### src/rtl/jtpopeye_sdram_rd.sv
// jtpopeye_sdram_rd: SDRAM-side responder for the game ROM request port.
// Runs the SDRAM power-up init, serves 32-bit ROM reads as 2-word bursts with
// auto-precharge, and schedules auto-refresh. Read-only; the DQ bus is never driven.
//
// Ports
//   clk_i, rst_i          system clock, asynchronous active-high reset
//   loop_rst_i            high: no new requests accepted; an in-flight burst completes
//   refresh_en_i          game permits refresh now (blanking)
//   sdram_req_i           level request, sampled only in idle
//   sdram_addr_i[21:0]    16-bit word address, bit 0 ignored
//   sdram_ack_o           1-cycle pulse: request accepted, address latched
//   data_rdy_o            1-cycle pulse: data_read_o valid
//   data_read_o[31:0]     {odd word, even word}, held until the next data_rdy_o
//   sdram_a_o, sdram_ba_o, sdram_n{cs,ras,cas,we}_o, sdram_dqm{l,h}_o, sdram_cke_o  SDRAM pins
//   sdram_dq_i[15:0]      DQ input
//
// Optional feature: define JTPOPEYE_FORCE_REFRESH_EN to add a forced-refresh timer that
// issues REF every REF_PERIOD cycles even when refresh_en_i stays low.
module jtpopeye_sdram_rd #(
  parameter int unsigned INIT_CYCLES = 4000,
  parameter int unsigned TRCD        = 1,
  parameter int unsigned CL          = 2,
  parameter int unsigned TRC         = 3,
  parameter int unsigned REF_PERIOD  = 312
) (
  input  logic        clk_i,
  input  logic        rst_i,
  input  logic        loop_rst_i,
  input  logic        refresh_en_i,
  input  logic        sdram_req_i,
  input  logic [21:0] sdram_addr_i,
  output logic        sdram_ack_o,
  output logic        data_rdy_o,
  output logic [31:0] data_read_o,
  output logic [12:0] sdram_a_o,
  output logic [1:0]  sdram_ba_o,
  output logic        sdram_ncs_o,
  output logic        sdram_nras_o,
  output logic        sdram_ncas_o,
  output logic        sdram_nwe_o,
  output logic        sdram_dqml_o,
  output logic        sdram_dqmh_o,
  output logic        sdram_cke_o,
  input  logic [15:0] sdram_dq_i
);

  // {nCS, nRAS, nCAS, nWE}
  localparam logic [3:0] CmdNop  = 4'b0111;
  localparam logic [3:0] CmdAct  = 4'b0011;
  localparam logic [3:0] CmdRead = 4'b0101;
  localparam logic [3:0] CmdPre  = 4'b0010;
  localparam logic [3:0] CmdRef  = 4'b0001;
  localparam logic [3:0] CmdMrs  = 4'b0000;

  localparam logic [12:0] InitLoad   = 13'(INIT_CYCLES);
  localparam logic [3:0]  TrcdLoad   = 4'(TRCD - 1);
  localparam logic [3:0]  ClLoad     = 4'(CL);
  localparam logic [3:0]  TrcLoad    = 4'(TRC);
  // Idle is one extra cycle after the refresh wait, so TRC cycles separate REF and next cmd.
  localparam logic [3:0]  TrcRefLoad = 4'(TRC - 1);
  // Burst length 2, sequential, CAS latency CL.
  localparam logic [12:0] ModeReg    = 13'h020 | 13'(CL << 4) | 13'h001;

  typedef enum logic [3:0] {
    StInitWait, StInitPre, StInitRef1, StInitRef2, StInitMrs,
    StIdle, StAct, StRead, StData, StRef
  } state_e;

  state_e      state_q;
  logic [3:0]  cmd_q;
  logic [12:0] a_q;
  logic [1:0]  ba_q;
  logic [1:0]  dqm_q;
  logic        ack_q;
  logic        rdy_q;
  logic [31:0] data_q;
  logic [15:0] even_q;
  logic [12:0] col_q;
  logic [12:0] init_cnt_q;
  logic [3:0]  wait_q;
  logic        force_ref;
  logic        go_read;

  logic unused_addr0;
  assign unused_addr0 = sdram_addr_i[0];

`ifdef JTPOPEYE_FORCE_REFRESH_EN
  localparam logic [8:0] RefReload = 9'(REF_PERIOD - 1);
  logic [8:0] ref_cnt_q;

  // Reloads while a REF is on the bus; holds at zero until one is issued.
  always_ff @(posedge clk_i or posedge rst_i) begin
    if (rst_i) begin
      ref_cnt_q <= RefReload;
    end else if (cmd_q == CmdRef) begin
      ref_cnt_q <= RefReload;
    end else if (ref_cnt_q != 9'd0) begin
      ref_cnt_q <= ref_cnt_q - 9'd1;
    end
  end

  assign force_ref = (ref_cnt_q == 9'd0);
`else
  localparam int unsigned unused_ref_period = REF_PERIOD;
  assign force_ref = 1'b0;
`endif

  assign go_read = sdram_req_i & ~loop_rst_i;

  // State names the command currently on the bus (or the wait following it).
  always_ff @(posedge clk_i or posedge rst_i) begin
    if (rst_i) begin
      state_q    <= StInitWait;
      cmd_q      <= CmdNop;
      a_q        <= 13'd0;
      ba_q       <= 2'd0;
      dqm_q      <= 2'b11;
      ack_q      <= 1'b0;
      rdy_q      <= 1'b0;
      data_q     <= 32'd0;
      even_q     <= 16'd0;
      col_q      <= 13'd0;
      init_cnt_q <= InitLoad;
      wait_q     <= 4'd0;
    end else begin
      cmd_q <= CmdNop;
      ack_q <= 1'b0;
      rdy_q <= 1'b0;
      unique case (state_q)
        StInitWait: begin
          if (init_cnt_q == 13'd0) begin
            cmd_q   <= CmdPre;
            a_q     <= 13'h0400;
            state_q <= StInitPre;
          end else begin
            init_cnt_q <= init_cnt_q - 13'd1;
          end
        end
        StInitPre: begin
          cmd_q   <= CmdRef;
          wait_q  <= TrcLoad;
          state_q <= StInitRef1;
        end
        StInitRef1: begin
          if (wait_q == 4'd0) begin
            cmd_q   <= CmdRef;
            wait_q  <= TrcLoad;
            state_q <= StInitRef2;
          end else begin
            wait_q <= wait_q - 4'd1;
          end
        end
        StInitRef2: begin
          if (wait_q == 4'd0) begin
            cmd_q   <= CmdMrs;
            a_q     <= ModeReg;
            state_q <= StInitMrs;
          end else begin
            wait_q <= wait_q - 4'd1;
          end
        end
        StInitMrs: begin
          dqm_q   <= 2'b00;
          state_q <= StIdle;
        end
        StIdle: begin
          // A pending read beats refresh_en; only the forced timer beats a read.
          if (force_ref || (refresh_en_i && !go_read)) begin
            cmd_q   <= CmdRef;
            wait_q  <= TrcRefLoad;
            state_q <= StRef;
          end else if (go_read) begin
            cmd_q   <= CmdAct;
            ba_q    <= sdram_addr_i[21:20];
            a_q     <= {1'b0, sdram_addr_i[19:8]};
            col_q   <= {2'b00, 1'b1, 2'b00, sdram_addr_i[7:1], 1'b0};
            ack_q   <= 1'b1;
            wait_q  <= TrcdLoad;
            state_q <= StAct;
          end
        end
        StAct: begin
          if (wait_q == 4'd0) begin
            cmd_q   <= CmdRead;
            a_q     <= col_q;
            wait_q  <= ClLoad;
            state_q <= StRead;
          end else begin
            wait_q <= wait_q - 4'd1;
          end
        end
        StRead: begin
          if (wait_q == 4'd0) begin
            even_q  <= sdram_dq_i;
            state_q <= StData;
          end else begin
            wait_q <= wait_q - 4'd1;
          end
        end
        StData: begin
          data_q  <= {sdram_dq_i, even_q};
          rdy_q   <= 1'b1;
          state_q <= StIdle;
        end
        StRef: begin
          if (wait_q == 4'd0) begin
            state_q <= StIdle;
          end else begin
            wait_q <= wait_q - 4'd1;
          end
        end
        default: state_q <= StInitWait;
      endcase
    end
  end

  assign {sdram_ncs_o, sdram_nras_o, sdram_ncas_o, sdram_nwe_o} = cmd_q;
  assign sdram_a_o    = a_q;
  assign sdram_ba_o   = ba_q;
  assign sdram_dqmh_o = dqm_q[1];
  assign sdram_dqml_o = dqm_q[0];
  assign sdram_cke_o  = 1'b1;
  assign sdram_ack_o  = ack_q;
  assign data_rdy_o   = rdy_q;
  assign data_read_o  = data_q;

endmodule

### config.mk
export PLATFORM = sky130hd
export DESIGN_NAME = jtpopeye_sdram_rd
export DESIGN_NICKNAME = d
export VERILOG_FILES = /design/src/rtl/jtpopeye_sdram_rd.sv
export SDC_FILE = /design/constraint.sdc
export NUM_CORES = 1
export LEC_CHECK = 0
export CORE_UTILIZATION = 35
export CTS_CLUSTER_SIZE = 12
export DETAILED_ROUTE_END_ITERATION = 10
export DONT_BUFFER_PORTS = 1
export GPL_ROUTABILITY_DRIVEN = 0
export PLACE_DENSITY = 0.57
export SYNTH_ARGS = -nofsm -noshare
export SYNTH_HDL_FRONTEND = slang
export SYNTH_SLANG_ARGS = --single-unit
### constraint.sdc
create_clock -name clk_i -period 4.6 [get_ports clk_i]
set_clock_uncertainty 0.05 [all_clocks]
set_input_delay 0.92 -clock clk_i [delete_from_list [all_inputs] [get_ports clk_i]]
set_output_delay 0.92 -clock clk_i [all_outputs]
set_load 0.01 [all_outputs]
======== Yosys cells after proc, flatten, opt, wreduce, memory -nomap -nowiden ========
Cells that the tools add are included.
word-level totals
  register bits after elaboration ......... 100
  input port bits ......................... 43
  word-level logic and storage cells ...... 84
  output and inout port bits .............. 56
cells by class
  reductions and logical operators ........ 15
  muxes and demuxes ....................... 32
  equality and inequality tests ........... 19
  bitwise logic cells ..................... 4
  add/subtract/negate cells ............... 2
operator list
  cell                                                                    number
  13-bit 2-to-1 mux                                                       5
  4-bit 2-to-1 mux                                                        13
  13-bit case mux with 4 select lines                                     1
  4-bit case mux with 9 select lines                                      1
  4-bit case mux with 5 select lines                                      1
  2-bit inequality test (second input constant)                           9
  3-bit case mux with 6 select lines                                      1
  4-bit by 3-bit equality test with 1-bit output (second input constant)  4
  3-bit 2-to-1 mux                                                        5
  13-bit logical NOT                                                      1
  13-bit by 1-bit subtractor with 13-bit output (second input constant)   1
  4-bit by 2-bit equality test with 1-bit output (second input constant)  2
  4-bit equality test (second input constant)                             2
  4-bit logical NOT                                                       2
  7-bit AND reduction                                                     1
  3-bit AND reduction                                                     2
  6-bit AND reduction                                                     1
  5-bit nonzero test                                                      1
  4-bit by 1-bit equality test with 1-bit output (second input constant)  1
  1-bit 2-to-1 mux                                                        4
  2-bit AND reduction                                                     2
  4-bit nonzero test                                                      1
  4-bit by 1-bit subtractor with 4-bit output (second input constant)     1
  3-bit inequality test (second input constant)                           1
  7 further kinds                                                         9

======== Longest topological paths before layout ========
Gate-level depths: netlist of the first run.
  depth after elaboration ................. 6
  depth in mapped cells ................... 9
  depth with buffers taken out ............ 7

======== Least setup slack after synthesis of the first run ========
OpenSTA, ideal clock, no wires.
  path type ............................... register to register
  start ................................... register wait_q[0]
  end ..................................... register even_q[0]
  buffers on the path ..................... 2
  required time ........................... 4425 ps
  clock period less this slack ............ 2227 ps
  data arrival time ....................... 2052 ps
  slack ................................... 2373 ps
  stages on the path, launching flop included .. 9
  library setup time ...................... 125 ps
  cells stage by stage .................... dfrtp_1 > inv_1 > ha_1 > nor3b_1 > and3_1 > and2_1 > buf_4 > buf_6 > mux2_2
between the ends
  longest elaborated chain between the ends .. 2
RTL lines
  what                                  line  text
  start, declared                       80    logic [3:0] wait_q;
  start signal, assigned                141   wait_q <= TrcLoad;
  start signal, assigned                147   wait_q <= TrcLoad;
  start signal, assigned                150   wait_q <= wait_q - 4'd1;
  4-bit logical NOT                     193   if (wait_q == 4'd0) begin
  2-bit AND reduction (no source line)  -
  end signal, assigned                  194   even_q <= sdram_dq_i;
  end, declared                         77    logic [15:0] even_q;
Every way passes these cells.
A chain may end at the register's enable or synchronous reset.

======== Final worst setup path of the first run ========
  start ................................... register wait_q[0]
  end ..................................... register even_q[10]
The elaborated chain is that of the path after synthesis.

==> run_results.csv, run 1 <==
group,metric,value,unit
grt,gr-total-overflow,0,
detailed_routing,first_pass_iters,4,
pwr,pwr-share-clk,26.8,%
logic_synthesis,yosysUniqueCellTypes,55,
grt,grtUsageTotal,13.5,%
logic_synthesis,netlist.area_leader.share,49.6,%
timing,setup_tns,0,ps
critical_path,path_cells,"inv_1 > ha_1 > nor3b_1 > buf_4 > and3_1 > and2_1 > mux2_2",
clocking,clockRootBuffer,"clkbuf_16",
floorplan,initial_core_util,36.3,%
critical_path,worstReg2RegStart,"wait_q[0]",
timing,fmax,0.377,GHz
critical_path,critPathSlowestCell,"and2_1",
pwr,p_leak,0.00218,uW
timing,drv_slew,0,
critical_path,critPathMaxStageDelay,770,ps
detailed_routing,vias,2655,
grt,grt_antenna_before_repair,0,
floorplan,chipWidth,114,um
logic_synthesis,netlist_area,4390,um2
pwr,comb_power_share,26.0,%
grt,first_global_vias,2700,
placement,hpwl,5570,um
pwr,swShare,33.1,%
clocking,tritoncts,"done",
detailed_routing,drt_wl_total,8180,um
floorplan,die_h,114,um
run,drv_cap,0,
clocking,cts_sinks,97,
timing,min_period,2660,ps
logic_synthesis,yosysWarnings,0,
worst_hold_path,hp-start,"col_q[10]",
detailed_routing,drc_errors,0,
finish,drive_gt1_share,28.7,%
logic_synthesis,synth_edf_count,0,
critical_path,required,4780,ps
timing,setup_slack,1940,ps
placement,place_worst_setup_slack,1950,ps
placement,numPlacedInstances,502,
logic_synthesis,ys_top_cells_by_area,"dfrtp_1 50%, mux2_2 16%, dfstp_2 6.0%",
logic_synthesis,ys.flop_type,"dfrtp_1",
critical_path,end_kind,"register",
grt,grt_pass1_wl,13500,um
logic_synthesis,yosysSeqAreaShare,55.6,%
finish,antenna_cells,0,
critical_path,cp-start-kind,"register",
grt,grt_max_degree,50,
logic_synthesis,synthArstFlopShare,100,%
pwr,pwr-share-seq,47.1,%
clocking,hold_buffers,0,
detailed_routing,first_iter_violations,147,
timing,max_slew.worst_pin.slew,956,ps
floorplan,io_pins,99,
status,outcome,"finished clean",
timing,whs,430,ps
detailed_routing,via_per_inst,5.14,
pwr,p_switching,1060,uW
logic_synthesis,syn_inst,352,
critical_path,cp_num_buf_inv,2,
clocking,cts_buffers,9,
pwr,p_int,2150,uW
timing,setup_viol,0,
detailed_routing,wl_per_cell,15.8,um
worst_hold_path,hp-class,"register to register",
clocking,clk_latency,340,ps
clocking,cts_resized,0,
logic_synthesis,yosys_register_bits,97,
pwr,vdd_drop_max,0.526,mV
finish,layout.nets,391,
timing,slew_headroom,36.3,%
floorplan,rows,40,
timing,period_share,57.7,%
floorplan,dieArea,13000,um2
critical_path,critical_path.top_delay_family,"simple AND/OR/NAND/NOR gates",
timing,hold_viol,0,
finish,fin_util,40.1,%
clocking,postCtsSetupBuffers,0,
clocking,htreeDepth,3,
critical_path,cp_max_fo,16,
finish,finalNonFillerCells,517,
logic_synthesis,synth_area_per_cell,12.5,um2
timing,rsz0062_at_grt,"false",
critical_path,crit_path_start,"wait_q[0]",
critical_path,arrival,2830,ps
logic_synthesis,synth_top_area_cell,"dfrtp_1",
finish,syn2layout_area_growth,10.5,%
critical_path,critical_path_class,"register to register",
placement,port_buffers,0,
clocking,cts_buffer_depth,2,
floorplan,core_area,12100,um2
clocking,clkTransAtPathRegs,70,ps
detailed_routing,final_antenna_net_count,0,
pwr,power_density,662,nW/um2
[cell families after synthesis]
logic type | count (synthesis) | share of synthesized area [%]
compound gates | 60 | 10.0
other cells | 2 | 0.171
mux | 66 | 16.9
fa+ha+maj | 3 | 0.855
simple gates | 78 | 10.1
xor+xnor | 11 | 2.19
buf+inv | 35 | 4.16
flops | 97 | 55.6
[sequential cells by signal, indices dropped and copies added (netlist names)]
name / flops
data_read_o: 32
even_q: 16
init_cnt_q: 13
sdram_a_o: 12
col_q: 8
state_q: 4
wait_q: 4
cmd_q: 3
sdram_ba_o: 2
data_rdy_o: 1
dqm_q: 1
sdram_ack_o: 1
[cells in the final DEF (no fill, tap or decap), types with 3 or more instances in the layout]
master,netlist,final
dfrtp_1,87,87
mux2_2,62,62
nand2_1,19,19
nor2_1,13,13
inv_1,13,12
a22o_1,12,12
nand2b_1,10,10
o21ai_0,10,10
dfstp_2,10,10
clkbuf_16,0,9
a21oi_1,8,8
xnor2_1,8,8
nor2b_1,7,7
nor3_1,7,7
a22oi_1,4,4
o22ai_1,4,4
nor3b_1,3,3
mux2i_1,3,3
nand3_1,3,3
and3_1,3,3
xor2_1,3,3
ha_1,3,3
conb_1,2,3
bufinv_16,0,3
buf_4,5,3
[worst reg2reg max path: stages (launching register included)]
cell	delay (ps)
dfrtp_1	420
inv_1	110
ha_1	170
nor3b_1	180
buf_4	190
and3_1	220
and2_1	770
mux2_2	430
[power groups by stage]
| stage | clock, uW | sequential [uW] | combinational, uW |
|---|---|---|---|
| finish | 862 | 1510 | 837 |
| global route | 933 | 1560 | 935 |
| CTS | 898 | 1520 | 846 |
| detailed placement | 0 | 1530 | 843 |
| global placement | 0 | 1530 | 823 |
| floorplan | 0 | 1390 | 813 |
[path summary, 6_finish.rpt]
| path | endpoint | slack, ps | depth (start not counted) |
|---|---|---|---|
| worst max-delay path | even_q[10] | 1940 | 7 |
| worst min-delay path | col_q[10] | 430 | 1 |
| worst max register to register | even_q[10] | 1940 | 7 |
| worst min register to register | col_q[10] | 430 | 1 |
| max in group asynchronous | data_read_o[1] | 2990 | 2 |
| min in group asynchronous | wait_q[3] | 480 | 1 |
[per-stage QoR]
stage / instance area [um2] / total power [uW]
final: 4850 / 3210
after floorplan: 4400 / 2210
after global routing: 4850 / 3430
after detailed placement: 4500 / 2380
after CTS: 4850 / 3260
after global placement: 4500 / 2350
[Yosys cell counts, types with 5 or more instances]
cell	number
dfstp_2	10
buf_2	8
xnor2_1	8
nor2_1	13
mux2_2	62
o21ai_0	10
inv_1	13
nand2b_1	10
a22o_1	12
buf_4	5
nor2b_1	7
dfrtp_1	87
nand2_1	19
nor3_1	7
a21oi_1	8
clkbuf_1	5
[routing by layer]
| metal | share of wire (%) | global-route usage, % | up-vias | wire (um) |
|---|---|---|---|---|
| li1 | - | - | 1231 | - |
| met1 | 44 | 16.3 | 1314 | 3590 |
| met2 | 47 | 21.2 | 101 | 3830 |
| met3 | 7.7 | 4.84 | 9 | 626 |
| met4 | 1.7 | 7.27 | 0 | 140 |
| met5 | 0 | 0 | - | 0 |
[area by class of cell]
cell class / instances / area (um2)
inverters: 13 / 51.3
flip-flops and latches: 97 / 2440
clock inverters: 5 / 110
well taps: 168 / 210
fillers: 1174 / 7260
repair buffers: 3 / 22.5
multi-input cells: 221 / 1780
clock buffers: 10 / 239
Power figures use the tool's default switching activity.
==> run 2: changes to the inputs <==
--- a/config.mk
+++ b/config.mk
@@ -10,7 +10,7 @@
 export DETAILED_ROUTE_END_ITERATION = 10
 export DONT_BUFFER_PORTS = 1
 export GPL_ROUTABILITY_DRIVEN = 0
-export PLACE_DENSITY = 0.57
+export PLACE_DENSITY = 0.59
 export SYNTH_ARGS = -nofsm -noshare
 export SYNTH_HDL_FRONTEND = slang
 export SYNTH_SLANG_ARGS = --single-unit
==> constraint.sdc (replaced) <==
create_clock -name clk_i -period 2.4 [get_ports clk_i]
set_clock_uncertainty 0.05 [all_clocks]
set_input_delay 0.48 -clock clk_i [delete_from_list [all_inputs] [get_ports clk_i]]
set_output_delay 0.48 -clock clk_i [all_outputs]
set_load 0.01 [all_outputs]
==> run 2 against run 1 <==
  * Critical path depth unchanged
  * Sequential share of layout area down 0.95 points
  * Clock power up 54%
  * Utilization up 0.77 points
  * Maximum frequency up 19%
  * Register-to-register slack worse by 1800 ps
  * Clock-buffer cell count up 3
  * Critical path type unchanged
  * Critical endpoint is now sdram_a_o[0]
==> run_results.csv, run 2 (synthesis gave the netlist of run 1 again) <==
group,metric,value,unit
status,outcome,"finished clean",
floorplan,rows,40,
clocking,tritoncts,"done",
critical_path,cp_num_buf_inv,2,
critical_path,reg2reg_slack,170,ps
finish,fillers,1172,
clocking,cts_buffer_depth,2,
clocking,clkTransAtPathRegs,60,ps
pwr,power_density,1220,nW/um2
timing,slew_headroom,60.3,%
detailed_routing,vias,2729,
worst_hold_path,hp-class,"primary input to async pin",
floorplan,io_pins,99,
detailed_routing,via_per_inst,5.12,
finish,syn2layout_area_growth,12.6,%
pwr,p_leak,0.00222,uW
finish,multi_input_area,1800,um2
clocking,cts_resized,0,
critical_path,cp_max_fo,10,
finish,antenna_cells,0,
detailed_routing,drt_wl_total,8330,um
floorplan,die_h,114,um
floorplan,initial_core_util,36.3,%
timing,hold_viol,0,
timing,fmax,0.448,GHz
critical_path,critical_path.top_delay_family,"simple AND/OR/NAND/NOR gates",
grt,grt_max_degree,47,
critical_path,ff2ff_path_depth,7,
placement,port_buffers,0,
grt,grt_pass1_wl,14100,um
finish,seq_area,2440,um2
clocking,clk_latency,340,ps
critical_path,critPathSlowestCell,"or3b_1",
clocking,cts_buffers,9,
floorplan,core_area,12100,um2
placement,hpwl,6040,um
timing,rsz0062_at_grt,"false",
finish,final_common_cell,"dfrtp_1",
timing,setup_tns,0,ps
clocking,postCtsSetupBuffers,0,
finish,layout.nets,406,
critical_path,path_cells,"inv_1 > ha_1 > or3b_1 > buf_4 > nor2_1 > o221ai_4 > mux2_4",
critical_path,required,2580,ps
timing,drv_slew,0,
clocking,hold_buffers,0,
detailed_routing,drc_errors,0,
finish,finalNonFillerCells,533,
detailed_routing,wl_per_cell,15.6,um
detailed_routing,final_antenna_net_count,0,
grt,first_global_vias,2830,
clocking,htreeDepth,3,
finish,most-common-layout-cells,"87 x dfrtp_1, 62 x mux2_2, 19 x nand2_1",
grt,grt_antenna_before_repair,0,
finish,drive_gt1_share,31.2,%
critical_path,r2r-end,"sdram_a_o[0]",
critical_path,critical_path_class,"register to register",
run,drv_cap,0,
critical_path,end_kind,"register",
timing,setup_viol,0,
critical_path,cp-start-kind,"register",
detailed_routing,first_pass_iters,4,
timing,period_share,92.9,%
clocking,cts_sinks,97,
critical_path,arrival,2410,ps
detailed_routing,first_iter_violations,158,
grt,grtUsageTotal,14.1,%
clocking,clockRootBuffer,"clkbuf_16",
placement,numPlacedInstances,517,
timing,min_period,2230,ps
timing,max_slew.worst_pin.slew,595,ps
critical_path,critPathMaxStageDelay,390,ps
timing,whs,19.8,ps
critical_path,worstReg2RegStart,"wait_q[0]",
floorplan,dieArea,13000,um2
floorplan,chipWidth,114,um
pwr,vdd_drop_max,0.694,mV
grt,gr-total-overflow,0,
finish,largest_register_ffs,32,
## run 2: changes by cell type in the layout (fill, tap and decap cells not counted), moves of 2 or more
cell / before / now
buf_4: 3 / 15
buf_12: 0 / 3
clkinvlp_4: 0 / 2
bufinv_16: 3 / 0
clkbuf_1: 0 / 3
## run 2: cell type report
class / instances / share of cell area [%]
clock buffer: 13 / 5.06
clock inverter: 3 / 0.506
inverter: 13 / 1.06
multi-input combinational: 221 / 36.3
sequential: 97 / 49.3
tap: 168 / 4.25
timing repair buffer: 18 / 3.49
## run 2: how the worst max path moves through the flow
stage,start,end,cells past startpoint
after floorplan,wait_q[0],even_q[0],8
after global placement,init_cnt_q[0],sdram_a_o[0],7
after detailed placement,init_cnt_q[0],sdram_a_o[8],8
after CTS,init_cnt_q[0],sdram_a_o[8],8
after global routing,state_q[0],wait_q[1],5
final,wait_q[0],sdram_a_o[0],7
## run 2: metal layers
| metal | vias to the layer above | wire, um | global-route usage [%] |
|---|---|---|---|
| li1 | 1258 | - | - |
| met1 | 1355 | 3710 | 17.5 |
| met2 | 108 | 3790 | 22.1 |
| met3 | 8 | 729 | 6.16 |
| met4 | 0 | 100 | 4.24 |
| met5 | - | 0 | 0 |
## run 2: report_power, final
part / internal [uW] / leakage (uW) / switching, uW
sequential: 2220 / 0.00125 / 620
clock: 739 / 0.000131 / 588
combinational: 983 / 0.000842 / 871
## run 2: per-stage QoR
stage                     setup WS [ps]  power [uW]  instance area, um2  utilization (%)
after floorplan                     173        4230                4400                -
after global placement              155        4660                4650             38.4
after detailed placement            105        4730                4650             38.4
after CTS                          94.8        6090                4930             40.7
after global routing               50.4        6470                4950             40.8
final                               169        6020                4950             40.8
